File: src/rtl/div_const_pkg.sv
// Shared definitions for the constant-divisor pipeline: width helpers and the
// payload carried from stage to stage.
package div_const_pkg;

   localparam int MAX_W = 64;

   typedef struct packed {
      logic             valid;
      logic [MAX_W-1:0] rem;
      logic [MAX_W-1:0] dvd;
      logic [MAX_W-1:0] quo;
   } div_pl_t;

   localparam int PL_W = $bits(div_pl_t);

   function automatic int clog2(input longint unsigned v);
      int              n;
      longint unsigned one;
      n   = 0;
      one = 1;
      for (int i = 0; i < MAX_W; i++)
         if ((one << i) < v) n = i + 1;
      return n;
   endfunction

   function automatic int flog2(input longint unsigned v);
      int n;
      n = 0;
      for (int i = 0; i < MAX_W; i++)
         if ((v >> i) != 0) n = i;
      return n;
   endfunction

   function automatic int qw_of(input int width, input longint unsigned divisor);
      return width - flog2(divisor);
   endfunction

   function automatic int rw_of(input longint unsigned divisor);
      return clog2(divisor);
   endfunction

endpackage

File: src/rtl/div_const_stage.sv
// One pipeline slice: C restoring-division steps on the incoming payload,
// captured in a register that advances only on the global enable.
module div_const_stage
   import div_const_pkg::*;
#(
   parameter int              WIDTH   = 32,
   parameter int              C       = 16,
   parameter longint unsigned DIVISOR = 5
) (
   input  logic            clk,
   input  logic            rst_n,
   input  logic            i_en,
   input  logic [PL_W-1:0] i_pl,
   output logic [PL_W-1:0] o_pl
);

   localparam logic [MAX_W-1:0] D = MAX_W'(DIVISOR);

   div_pl_t w_in;
   div_pl_t w_nxt;
   div_pl_t r_pl;
   logic    w_bit;

   assign w_in = div_pl_t'(i_pl);

   // Remainder stays below DIVISOR, so 2r+1 never overflows MAX_W bits.
   always_comb begin
      w_nxt = w_in;
      w_bit = 1'b0;
      for (int k = 0; k < C; k++) begin
         w_nxt.rem = {w_nxt.rem[MAX_W-2:0], w_nxt.dvd[WIDTH-1]};
         w_nxt.dvd = w_nxt.dvd << 1;
         w_bit     = (w_nxt.rem >= D);
         if (w_bit) w_nxt.rem = w_nxt.rem - D;
         w_nxt.quo = {w_nxt.quo[MAX_W-2:0], w_bit};
      end
   end

   // Stage register boundary
   always_ff @(posedge clk) begin
      if (!rst_n)    r_pl <= '0;
      else if (i_en) r_pl <= w_nxt;
   end

   assign o_pl = r_pl;

endmodule

File: src/rtl/div_const_pipe.sv
// Pipelined unsigned divide by a constant, STAGES slices of WIDTH/STAGES bits.
// Define DIV_CONST_REM_EN to expose the final remainder on out_r.
module div_const_pipe
   import div_const_pkg::*;
#(
   parameter int              WIDTH   = 32,
   parameter longint unsigned DIVISOR = 5,
   parameter int              STAGES  = 2,
   localparam int             QW      = qw_of(WIDTH, DIVISOR),
   localparam int             RW      = rw_of(DIVISOR)
) (
   input  logic             clk,
   input  logic             rst_n,
   input  logic             in_valid,
   output logic             in_ready,
   input  logic [WIDTH-1:0] in_x,
   output logic             out_valid,
   input  logic             out_ready,
   output logic [QW-1:0]    out_q
`ifdef DIV_CONST_REM_EN
   ,
   output logic [RW-1:0]    out_r
`endif
);

   localparam longint unsigned MAX_DIV = (64'd1 << WIDTH) - 64'd1;
   localparam bit ILLEGAL = (WIDTH < 2) || (WIDTH > MAX_W - 1) ||
                            (STAGES < 1) || (STAGES > WIDTH) ||
                            ((STAGES >= 1) ? ((WIDTH % STAGES) != 0) : 1'b1) ||
                            (DIVISOR < 2) || (DIVISOR > MAX_DIV);

   logic [PL_W-1:0] w_pl [0:STAGES];
   div_pl_t         w_head;
   div_pl_t         w_tail;
   logic            w_en;

   // A stalled result freezes every slice, so bubbles are never squeezed out.
   assign w_en     = !out_valid || out_ready;
   assign in_ready = w_en;

   always_comb begin
      w_head       = '0;
      w_head.valid = in_valid;
      w_head.dvd   = MAX_W'(in_x);
   end

   assign w_pl[0] = w_head;

   if (ILLEGAL) begin : g_bad
      $error("div_const_pipe: illegal WIDTH/DIVISOR/STAGES combination");
   end else begin : g_pipe
      for (genvar s = 0; s < STAGES; s++) begin : g_stage
         div_const_stage #(
            .WIDTH   (WIDTH),
            .C       (WIDTH / STAGES),
            .DIVISOR (DIVISOR)
         ) u_stage (
            .clk   (clk),
            .rst_n (rst_n),
            .i_en  (w_en),
            .i_pl  (w_pl[s]),
            .o_pl  (w_pl[s+1])
         );
      end
   end

   // Last slice register doubles as the output register
   assign w_tail    = div_pl_t'(w_pl[STAGES]);
   assign out_valid = w_tail.valid;
   assign out_q     = w_tail.quo[QW-1:0];
`ifdef DIV_CONST_REM_EN
   assign out_r     = w_tail.rem[RW-1:0];
`endif

endmodule

File: config.mk
export PLATFORM = sky130hd
export DESIGN_NAME = div_const_pipe
export DESIGN_NICKNAME = d
export VERILOG_FILES = /design/src/rtl/div_const_pkg.sv /design/src/rtl/div_const_stage.sv /design/src/rtl/div_const_pipe.sv
export SDC_FILE = /design/constraint.sdc
export NUM_CORES = 2
export LEC_CHECK = 0
export CAP_MARGIN = 20
export CELL_PAD_IN_SITES_DETAIL_PLACEMENT = 1
export CELL_PAD_IN_SITES_GLOBAL_PLACEMENT = 2
export CORE_MARGIN = 2
export CORE_UTILIZATION = 34
export CTS_BUF_LIST = sky130_fd_sc_hd__clkbuf_16
export CTS_CLUSTER_SIZE = 12
export DETAILED_ROUTE_END_ITERATION = 8
export PLACE_DENSITY_LB_ADDON = 0.1
export SYNTH_ARGS = -nofsm -noshare
export SYNTH_HDL_FRONTEND = slang
export SYNTH_SLANG_ARGS = --single-unit
File: constraint.sdc
create_clock -name clk -period 42.5 [get_ports clk]
set_clock_uncertainty 0.15 [all_clocks]
set_input_delay 12.75 -clock clk [delete_from_list [all_inputs] [get_ports clk]]
set_output_delay 12.75 -clock clk [all_outputs]
set_load 0.01 [all_outputs]
==> flow_summary.json <==
{
  "slew_viol_final": 0,
  "design_area_um2": 50500,
  "status": "finished, final reports clean",
  "coreArea_um2": 136000,
  "stdcell_count": 8822,
  "finalWeightedCongestion": 0.983,
  "portBuffers": 67,
  "setup_tns_ps": 0,
  "p_comb_frac": 0.883,
  "largest_register_ffs": 125,
  "dp_cells": 8774,
  "cp_data_arrival_time_ps": 39960,
  "clkLatencyLatePin_ps": 490,
  "synth_common_cells": "nand2_1, nor2_1, xnor2_1",
  "post-place-ws_ps": 2360,
  "cts_tree": "yes",
  "critPathLaunch": "g_pipe.g_stage[0].u_stage.o_pl[131]$_SDFFE_PN0P_",
  "die_h_um": 374,
  "p_per_area_nw_per_um2": 53.7,
  "switchingPower_mw": 1.73,
  "layout-drive-gt1-share": 0.0882,
  "htree_levels": 4,
  "dpl_cell_area_um2": 49700,
  "relSlewSlack": 0.159,
  "start_kind": "flop",
  "post_drt_wl_per_cell_um": 27.5,
  "reg2reg_from": "g_pipe.g_stage[0].u_stage.o_pl[131]$_SDFFE_PN0P_",
  "vias": 57851,
  "met1_length_um": 113000,
  "fin_crit_ps": 39770,
  "path_class": "reg -> reg",
  "grt_pass1_wl_um": 366000,
  "wl_um": 242000,
  "syn_avg_cell_area_um2": 6.62,
  "grt_max_degree": 87,
  "post-route-period-util": 0.936,
  "fmax_mhz": 25.1,
  "crit_slowest_cell": "mux2i_1",
  "area_growth_pct": 8.18,
  "grt_antenna_before_repair": 6,
  "crit_family": "simple AND/OR/NAND/NOR gates",
  "layout_setup_ws_ps": 2730,
  "synth_top_area_frac": 0.0980,
  "hold_class": "reg -> reg",
  "critical_path_required_ps": 42680,
  "viasPerCell": 6.56,
  "switching_share": 0.638,
  "die_area_um2": 140000,
  "tightest_slew_ps": 1230,
  "drt_pass1_iterations": 5,
  "finalHoldViolCount": 0,
  "cts_buffer_depth": 2,
  "dr_wl_met2_um": 108000,
  "cts_buffers": 17,
  "syn_inst": 7049,
  "worst_setup_path_end_kind": "flop",
  "synth_seq_area_share": 0.0536,
  "power_mw": 2.71,
  "pin_count": 68,
  "crit_top_cell": "xnor2_1",
  "setup_viol": 0,
  "rows": 135,
  "final_net_count": 7122,
  "synth_cell_types": 133,
  "clock_sinks": 125,
  "p_seq_frac": 0.061,
  "groute.usage.overall": 0.331,
  "worstHoldStart": "g_pipe.g_stage[1].u_stage.o_pl[25]$_SDFFE_PN0P_",
  "crit_path_max_fanout": 36,
  "p_int_mw": 0.983,
  "p_leak_nw": 17.2,
  "start_util": 0.344,
  "cts_root_buffer": "clkbuf_16",
  "die_w_um": 374,
  "drc": 0,
  "yosysTopAreaCell": "xnor2_1",
  "ys_ff_latch": 125,
  "dp_hpwl_um": 201000,
  "drt_iter0_markers": 4718,
  "p_clk_frac": 0.056,
  "synth_area_leaders": "xnor2_1, nand2_1, nor2_1",
  "ant_nets": 0,
  "critPathMaxStageDelay_ps": 1020,
  "rsz0062_at_grt": "false",
  "synth_edf_count": 0,
  "finish.utilization": 0.372,
  "grt-ovfl-total": 0,
  "synth_ff_type": "dfxtp_1",
  "grt_pass1_vias": 56374,
  "path_buf_inv": 9,
  "whs_ps": 319,
  "syn-cell-area_um2": 46700,
  "highest_layer": "met5",
  "syn_nets": 7144,
  "wl_met3_um": 13600,
  "ys_async_sr_fraction": 0,
  "clk_pin_slew_worst_paths_ps": 70,
  "yosysMostFrequentCell": "nand2_1",
  "ys_warn_count": 0,
  "max_cap_violations": 0,
  "ir_worst_vdd_v": 0.0000305
}
## power groups by stage
stage               sequential [mW]  combinational [mW]  clock, mW
finish                        0.165                2.39      0.151
global route                  0.168                2.59      0.161
CTS                           0.164                2.34      0.158
detailed placement            0.167                2.32          0
global placement              0.166                2.32          0
floorplan                     0.154                1.61          0
## worst register-to-register path: cells and delay by family (launching register included)
| kind | cells | cell delay (ps) |
|---|---|---|
| adder cells (fa/ha/maj) | 9 | 3170 |
| AO/OA/AOI/OAI | 27 | 7280 |
| buffers and inverters | 9 | 2210 |
| multiplexers | 1 | 1030 |
| AND/OR/NAND/NOR | 70 | 22990 |
| XOR/XNOR | 10 | 2450 |
| flip-flops | 1 | 380 |
## placed cells by master (no fill, tap or decap), types with 58 or more instances in the layout
cell type        synthesis  routed
a211oi_1                98      98
a21boi_0                63      63
a21o_1                  66      66
a21oi_1                336     336
a31oi_1                141     140
and2_1                 129     128
and3_1                 132     132
and4_1                  58      58
buf_4                   24     220
clkdlybuf4s50_1          0      66
dfxtp_1                125     125
ha_1                    59      59
inv_1                  143     143
nand2_1                721     721
nand2b_1                76      76
nand3_1                354     353
nand4_1                191     191
nor2_1                 674     670
nor3_1                 358     354
nor4_1                 198     196
o211ai_1                92      92
o21a_1                  74      74
o21ai_0                250     249
o31ai_1                 62      62
or2_2                  102     102
or3_1                  143     143
or4_1                   81      81
xnor2_1                522     521
xor2_1                 275     275
## what timing repair did
item / 4_1_cts / 5_1_grt
endpoints found under the setup margin: 0 / 2
buffers inserted: 0 / 7
hold buffers: 0 / 0
gates resized for setup: 0 / 19
## cell type report
type / instances / area, µm²
well taps: 1781 / 2230
repair buffers: 295 / 2420
flip-flops and latches: 125 / 2500
diodes: 1 / 2.50
multi-input cells: 6444 / 42200
inverters: 144 / 546
clock inverters: 15 / 154
fillers: 17490 / 85300
clock buffers: 17 / 425
## cells by family (layout without fill, tap and decap cells)
logic type / Yosys count / in the layout / synth area share
AO/OA/AOI/OAI: 1870 / 1870 / 0.287
XOR/XNOR: 805 / 805 / 0.152
adder cells (fa/ha/maj): 59 / 59 / 0.0158
buffers and inverters: 481 / 471 / 0.0464
flip-flops: 125 / 125 / 0.0536
multiplexers: 93 / 93 / 0.0212
other: 0 / 1 / 0
AND/OR/NAND/NOR: 3616 / 3617 / 0.424
## layer usage
layer	up-vias	global-route usage
met2	1676	0.529
met3	317	0.0477
met1	29034	0.460
li1	26816	-
met5	-	0
met4	8	0.0938
## final timing paths
path	slack (ps)	cells after the start	end
worst max register to register	2730	126	g_pipe.g_stage[1].u_stage.o_pl[0]$_SDFFE_PN0P_
worst min-delay path	320	2	g_pipe.g_stage[1].u_stage.o_pl[25]$_SDFFE_PN0P_
worst min register to register	320	2	g_pipe.g_stage[1].u_stage.o_pl[25]$_SDFFE_PN0P_
worst max-delay path	2730	126	g_pipe.g_stage[1].u_stage.o_pl[0]$_SDFFE_PN0P_
Note: power is estimated with default switching activity, not from simulation.
